## config.mk

```make
export PLATFORM = sky130hd
export DESIGN_NAME = cascade_div
export DESIGN_NICKNAME = d
export VERILOG_FILES = /design/src/rtl/cascade_div.sv
export SDC_FILE = /design/constraint.sdc
export NUM_CORES = 1
export LEC_CHECK = 0
export CELL_PAD_IN_SITES_DETAIL_PLACEMENT = 0
export CELL_PAD_IN_SITES_GLOBAL_PLACEMENT = 1
export CORE_MARGIN = 1
export CORE_UTILIZATION = 37
export CTS_CLUSTER_DIAMETER = 80
export DETAILED_ROUTE_END_ITERATION = 10
export PLACE_DENSITY_LB_ADDON = 0.15
export SLEW_MARGIN = 25
export SYNTH_ARGS = -nofsm -noshare
export SYNTH_HDL_FRONTEND = slang
export SYNTH_SLANG_ARGS = --single-unit
```

## constraint.sdc

```tcl
create_clock -name clk -period 2.6 [get_ports clk]
set_input_delay 0.52 -clock clk [delete_from_list [all_inputs] [get_ports clk]]
set_output_delay 0.52 -clock clk [all_outputs]
set_load 0.02 [all_outputs]
```

## src/rtl/cascade_div.sv

```systemverilog
// Cascaded frequency divider: N_STAGE synchronous counters chained by a
// ripple-free carry, each exposing its count, a wrap tick and a square wave.
module cascade_div #(
  parameter int                      N_STAGE = 5,
  parameter int                      CW      = 16,
  parameter logic [N_STAGE*CW-1:0]   RATIO   = {16'd6, 16'd6, 16'd10, 16'd10, 16'd10}
) (
  input  logic                    clk,
  input  logic                    rst,
  input  logic                    run,
  input  logic                    step,
  input  logic                    clr,
  output logic [N_STAGE-1:0]      tick,
  output logic [N_STAGE-1:0]      sq,
  output logic [N_STAGE*CW-1:0]   cnt
);

  logic                adv;
  logic [N_STAGE-1:0]  at_max;
  logic [N_STAGE-1:0]  en;
  logic [N_STAGE-1:0]  wrap;

  // Clear suppresses advancing so a same-edge wrap cannot raise a tick.
  assign adv = ~clr & (run | step);

  for (genvar k = 0; k < N_STAGE; k++) begin : g_stage
    // A ratio field of 0 stands for 2^CW; R_MAX then wraps to all ones.
    localparam logic [CW-1:0] R_FIELD = RATIO[k*CW +: CW];
    localparam logic [CW:0]   R_FULL  = (R_FIELD == '0) ? {1'b1, {CW{1'b0}}}
                                                        : {1'b0, R_FIELD};
    localparam logic [CW-1:0] R_MAX   = R_FIELD - CW'(1);
    localparam logic [CW-1:0] HALF    = R_FULL[CW:1];

    logic [CW-1:0] count_q;
    logic [CW-1:0] count_d;
    logic          tick_q;
    logic          sq_q;

    assign at_max[k] = (count_q == R_MAX);

    // Carry is the AND of all lower terminal counts, not a chain of stage
    // outputs, so every wrapping stage moves on the same edge.
    if (k == 0) begin : g_first
      assign en[k] = adv;
    end else begin : g_carry
      assign en[k] = adv & (&at_max[k-1:0]);
    end

    assign wrap[k] = en[k] & at_max[k];
    assign count_d = wrap[k] ? '0
                   : en[k]   ? count_q + CW'(1)
                   :           count_q;

    // NOTE: sequential state uses non-blocking assignments so every stage
    // samples the pre-edge counts of its neighbours.
    always_ff @(posedge clk or negedge rst) begin
      if (!rst) begin
        count_q <= '0;
        tick_q  <= 1'b0;
        sq_q    <= 1'b0;
      end else if (clr) begin
        count_q <= '0;
        tick_q  <= 1'b0;
        sq_q    <= 1'b0;
      end else begin
        count_q <= count_d;
        tick_q  <= wrap[k];
        sq_q    <= (count_d >= HALF);
      end
    end

    assign cnt[k*CW +: CW] = count_q;
    assign tick[k]         = tick_q;
    assign sq[k]           = sq_q;
  end

endmodule

```

-- Word level (Yosys, flattened, before mapping)
Cells that the tools add are included.
- output and inout bits: 90
- input bits: 5
- word-level logic and storage cells: 69
- bits in registers: 90
- bitwise operators: 11
- order comparisons: 5
- multiplexer cells: 25
- equality and inequality tests: 5
- reduce and logical (&&, ||, !) cells: 3
- add/sub/neg operators: 5
- operator list (cell ; number):
    $mux W16 ; 15
    $add A16 B1 Y16 const B ; 5
    $eq A16 B4 Y1 const B ; 3
    $ge A16 B3 Y1 const B ; 3
    $eq A16 B3 Y1 const B ; 2
    $ge A16 B2 Y1 const B ; 2
    $mux W1 ; 10
    $and A1 B1 Y1 ; 9
    $reduce_and A4 Y1 ; 1
    $reduce_and A3 Y1 ; 1
    $reduce_and A2 Y1 ; 1
    $not A1 Y1 ; 1
    $or A1 B1 Y1 ; 1

-- Logic depth before layout (Yosys ltp)
- word-level depth: 7
- gate-level depth with buffers: 13
- depth with buffers taken out: 11

-- Worst setup path after synthesis
Ideal clock, no wire load.
- kind: register -> register
- start: register g_stage[1].count_q[4]
- end: register g_stage[4].sq_q
- buffers on the path: 1
- stages on the path, launching flop included: 11
- data required time: 2462 ps
- setup slack: -66 ps
- setup time: 138 ps
- arrival: 2528 ps
- clock period less this slack: 2666 ps
- cell sequence: dfrtp_1 -> buf_6 -> nor4_2 -> and2_1 -> nand4_4 -> inv_2 -> nand3_4 -> nor3_1 -> mux2_2 -> a2111oi_0 -> a31oi_1
- longest elaborated chain between the ends: 7
- elaborated cells on any way between the ends: 8
- those cells by class: order compare (1); eq/ne (1); mux (3); bitwise (2); reduce/logical (1)
- RTL lines (element ; line ; text):
    start, declared ; 34 ; logic [CW-1:0] count_q;
    start signal, assigned ; 66 ; count_q <= count_d;
    $eq A16 B4 Y1 (*) ; 39 ; assign at_max[k] = (count_q == R_MAX);
    $reduce_and A4 Y1 (*) ; 46 ; assign en[k] = adv & (&at_max[k-1:0]);
    $and A1 B1 Y1 (*) ; 46 ;
    $mux W16 / $and A1 B1 Y1 (equally long branches) ; 51, 49 ;
    $mux W16 (*) ; 50 ; assign count_d = wrap[k] ? '0
    $ge A16 B2 Y1 (*) ; 68 ; sq_q <= (count_d >= HALF);
    $mux W1 (*) ; 61 ; end else if (clr) begin
    end signal, assigned ; 68 ;
    end, declared ; 37 ; logic sq_q;
Every way passes the cells marked *; elsewhere a longest branch is shown, timed or not.

-- Worst setup path in the final report
- start: input step
- end: register g_stage[4].sq_q
- longest elaborated chain between the ends: 7
- elaborated cells on any way between the ends: 8
- those cells by class: order compare (1); mux (3); bitwise (4)
- RTL lines (element ; line ; text):
    start, declared ; 11 ; input logic step,
    $or A1 B1 Y1 (*) ; 24 ; assign adv = ~clr & (run | step);
    $and A1 B1 Y1 (*) ; 24 ;
    $and A1 B1 Y1 (*) ; 46 ;
    $mux W16 / $and A1 B1 Y1 (equally long branches) ; 51, 49 ;
    $mux W16 (*) ; 50 ;
    $ge A16 B2 Y1 (*) ; 68 ;
    $mux W1 (*) ; 61 ;
Marked as above.

==> impl_metrics.env <==
export IMPL_yosysMostFrequentCell="nor2_1"
export IMPL_r2r_slack_ps=90
export IMPL_hold_path_class="in -> async"
export IMPL_first_iter_violations=398
export IMPL_synth_commonest_cells="98 x nor2_1, 90 x dfrtp_1, 56 x nand2_1"
export IMPL_routed_wl_um=18200
export IMPL_ctsHoldBuffers=0
export IMPL_drt_pass1_iter_count=5
export IMPL_cap_violations=0
export IMPL_yosys_area_top_type="dfrtp_1"
export IMPL_p_leak_nw=3.66
export IMPL_htree_levels=3
export IMPL_synth_cells=695
export IMPL_grt_pass1_wl_um=29900
export IMPL_rsz0062_at_grt="true"
export IMPL_final_cell_area_um2=8510
export IMPL_total_power_mw=2.80
export IMPL_finalMaxSlewViolations=0
export IMPL_grt_max_degree=75
export IMPL_crit_path_end_kind="flop"
export IMPL_fin_crit_ps=2540
export IMPL_gr_total_overflow=0
export IMPL_required_ps=2790
export IMPL_clock_sinks=90
export IMPL_relSlewSlack=0.430
export IMPL_clkTransAtPathRegs_ps=70
export IMPL_clockBufferDepth=2
export IMPL_finalSetupViolations=0
export IMPL_ios=95
export IMPL_antennaDiodeCount=0
export IMPL_crit_path_start_kind="input port"
export IMPL_critPathLaunch="step"
export IMPL_fin_skew_ps=6.50
export IMPL_yosysSeqAreaShare=0.387
export IMPL_r2r_start="g_stage[0].count_q[2]"
export IMPL_dieArea_um2=16200
export IMPL_synthFlopType="dfrtp_1"
export IMPL_fp_dieH_um=127
export IMPL_wl_per_cell_um=15.9
export IMPL_gp_congestion=0.889
export IMPL_nFillCells=1405
export IMPL_vias_per_cell=5.34
export IMPL_vdd_drop_max_uv=293
export IMPL_cp_max_fo=17
export IMPL_period_share=0.978
export IMPL_slowest_stage="clkdlybuf4s50_1"
export IMPL_path_class="in -> reg"
export IMPL_core_area_um2=15300
export IMPL_reg2regPathDepth=11
export IMPL_crit_end="g_stage[4].sq_q"
export IMPL_io_buffer_count=94
export IMPL_slowest_delay_ps=420
export IMPL_path_cells="clkdlybuf4s50_1 -> o21ba_2 -> and3_4 -> nand4_4 -> inv_4 -> nand3_4 -> buf_6 -> inv_2 -> buf_4 -> a21oi_1 -> o21ai_0 -> a211oi_2 -> a31oi_1"
export IMPL_setup_tns_ps=0
export IMPL_vias=6083
export IMPL_yosysTopAreaCellShare=0.387
export IMPL_ant_nets=0
export IMPL_worst_r2r_endpoint="g_stage[4].sq_q"
export IMPL_crit_family="compound AO/OA/AOI/OAI gates"
export IMPL_dp_hpwl_um=13200
export IMPL_yosys_warnings=0
export IMPL_grt_total_usage=0.233
export IMPL_syn_cell_area_um2=5820
export IMPL_yosysUniqueCellTypes=65
export IMPL_cp_depth=13
export IMPL_hold_violations=0
export IMPL_clock_latency_ps=350
export IMPL_layout_drive_gt1_share=0.253
export IMPL_drc=0
export IMPL_cts_tree="built"
export IMPL_die_x_um=127
export IMPL_clock_fmax_ghz=0.393
export IMPL_row_count=45
export IMPL_antenna_found_initial=0
export IMPL_final_nets=938
export IMPL_tightest_slew_ps=855
export IMPL_synth_seq_cells=90
export IMPL_seq_area_um2=2250
export IMPL_p_per_area_nw_per_um2=328
export IMPL_initial_core_util=0.381
export IMPL_dpl_worst_slack_ps=-370
export IMPL_post_dp_cell_area_um2=8050
export IMPL_crit_buf_inv=5
export IMPL_async_reset_ff_frac=1.00
export IMPL_multi_input_area_um2=3430
export IMPL_grt_pass1_vias=5775
export IMPL_synthTopCellsByArea="dfrtp_1 39%, nor2_1 6.3%, xor2_1 4.1%"
export IMPL_setup_ws_ps=56.5
export IMPL_crit_arrival_ps=2730
export IMPL_avgSynthCellArea_um2=8.37
export IMPL_root_buffer="clkbuf_16"
export IMPL_synth_edff_count=0
export IMPL_syn_to_final_growth_pct=46.3
export IMPL_status="complete, no violations"
export IMPL_synth_fp_nets=710
export IMPL_cts_made_buffers=9
[layout make-up]
cell class | count | area share
clock buffers | 13 | 0.0306
clock inverters | 3 | 0.00176
inverters | 16 | 0.00735
multi-input cells | 543 | 0.403
flip-flops and latches | 90 | 0.265
well taps | 211 | 0.0310
repair buffers | 263 | 0.261
[power breakdown]
part	switching, mW	internal [mW]	leakage [nW]
Sequential	0.00164	1.40	1.25
Clock	0.572	0.698	0.139
Combinational	0.0833	0.0394	2.27
[kinds of logic (layout without fill, tap and decap cells)]
family          count (synthesis)  count (layout)  share of synthesized area
compound gates                119             119                      0.122
xor+xnor                       50              50                     0.0753
fa+ha+maj                      10              10                     0.0215
buf+inv                        62             295                     0.0497
flops                          90              90                      0.387
mux                             7               7                     0.0127
simple gates                  357             357                      0.332
[worst min-delay path by stage]
stage / start / to / slack [ps] / cells after the start
after floorplan: rst / g_stage[0].count_q[0] / 220 / 0
after global placement: rst / g_stage[1].count_q[11] / 430 / 1
after detailed placement: rst / g_stage[1].count_q[11] / 450 / 1
after CTS: rst / g_stage[1].count_q[11] / 70 / 1
after global routing: rst / g_stage[0].count_q[2] / 80 / 1
final: rst / g_stage[1].count_q[12] / 60 / 1
[sequential cells by signal, indices dropped and copies added, names as in the netlist]
signal           count
g_stage.count_q     80
g_stage.tick_q       5
g_stage.sq_q         5
[cell usage in the layout, fill, tap and decap left out, types with 4 or more instances in the layout]
master           Yosys  routed
o21ai_1              3       5
a22oi_1              4       4
ha_1                10      10
a21oi_1             42      42
nor3_1              38      33
nand4_1             18      18
xnor2_1             23      23
mux2i_1              4       4
buf_4               10     166
dfrtp_1             90      88
xor2_1              27      27
or3_1               15      13
clkdlybuf4s50_1      0      92
nor2_1              98      97
o21ai_0             34      30
and3_1              14      14
nor4_4               4       5
nand2_1             56      54
inv_1               14      14
nand3_1             45      44
nor4b_1              5       4
nand2b_1             4       4
clkbuf_16            0       9
nor4_1              14      12
nor3_2               5       7
a31oi_1              8       8
nor2b_1             11      11
[what timing repair did]
action,in CTS,in global routing
pin swaps,0,18
buffers inserted,0,4
endpoints found under the setup margin,4,12
gates resized for setup,2,35
[per-stage QoR]
step	cells	util	hold WS (ps)
after floorplan	695	-	224
after global placement	1119	0.528	434
after detailed placement	1119	0.528	447
after CTS	1135	0.546	69.4
after global routing	1139	0.558	76.9
final	1139	0.558	59.5
[routing by layer]
layer	global-route usage	wire [um]	up-vias	share of wire
li1	-	-	2939	-
met1	0.332	8860	2938	0.49
met2	0.357	8200	184	0.45
met3	0.0343	782	22	0.043
met4	0.0896	331	0	0.018
met5	0	0	-	0
No activity file was read; power rests on OpenSTA's default activity.
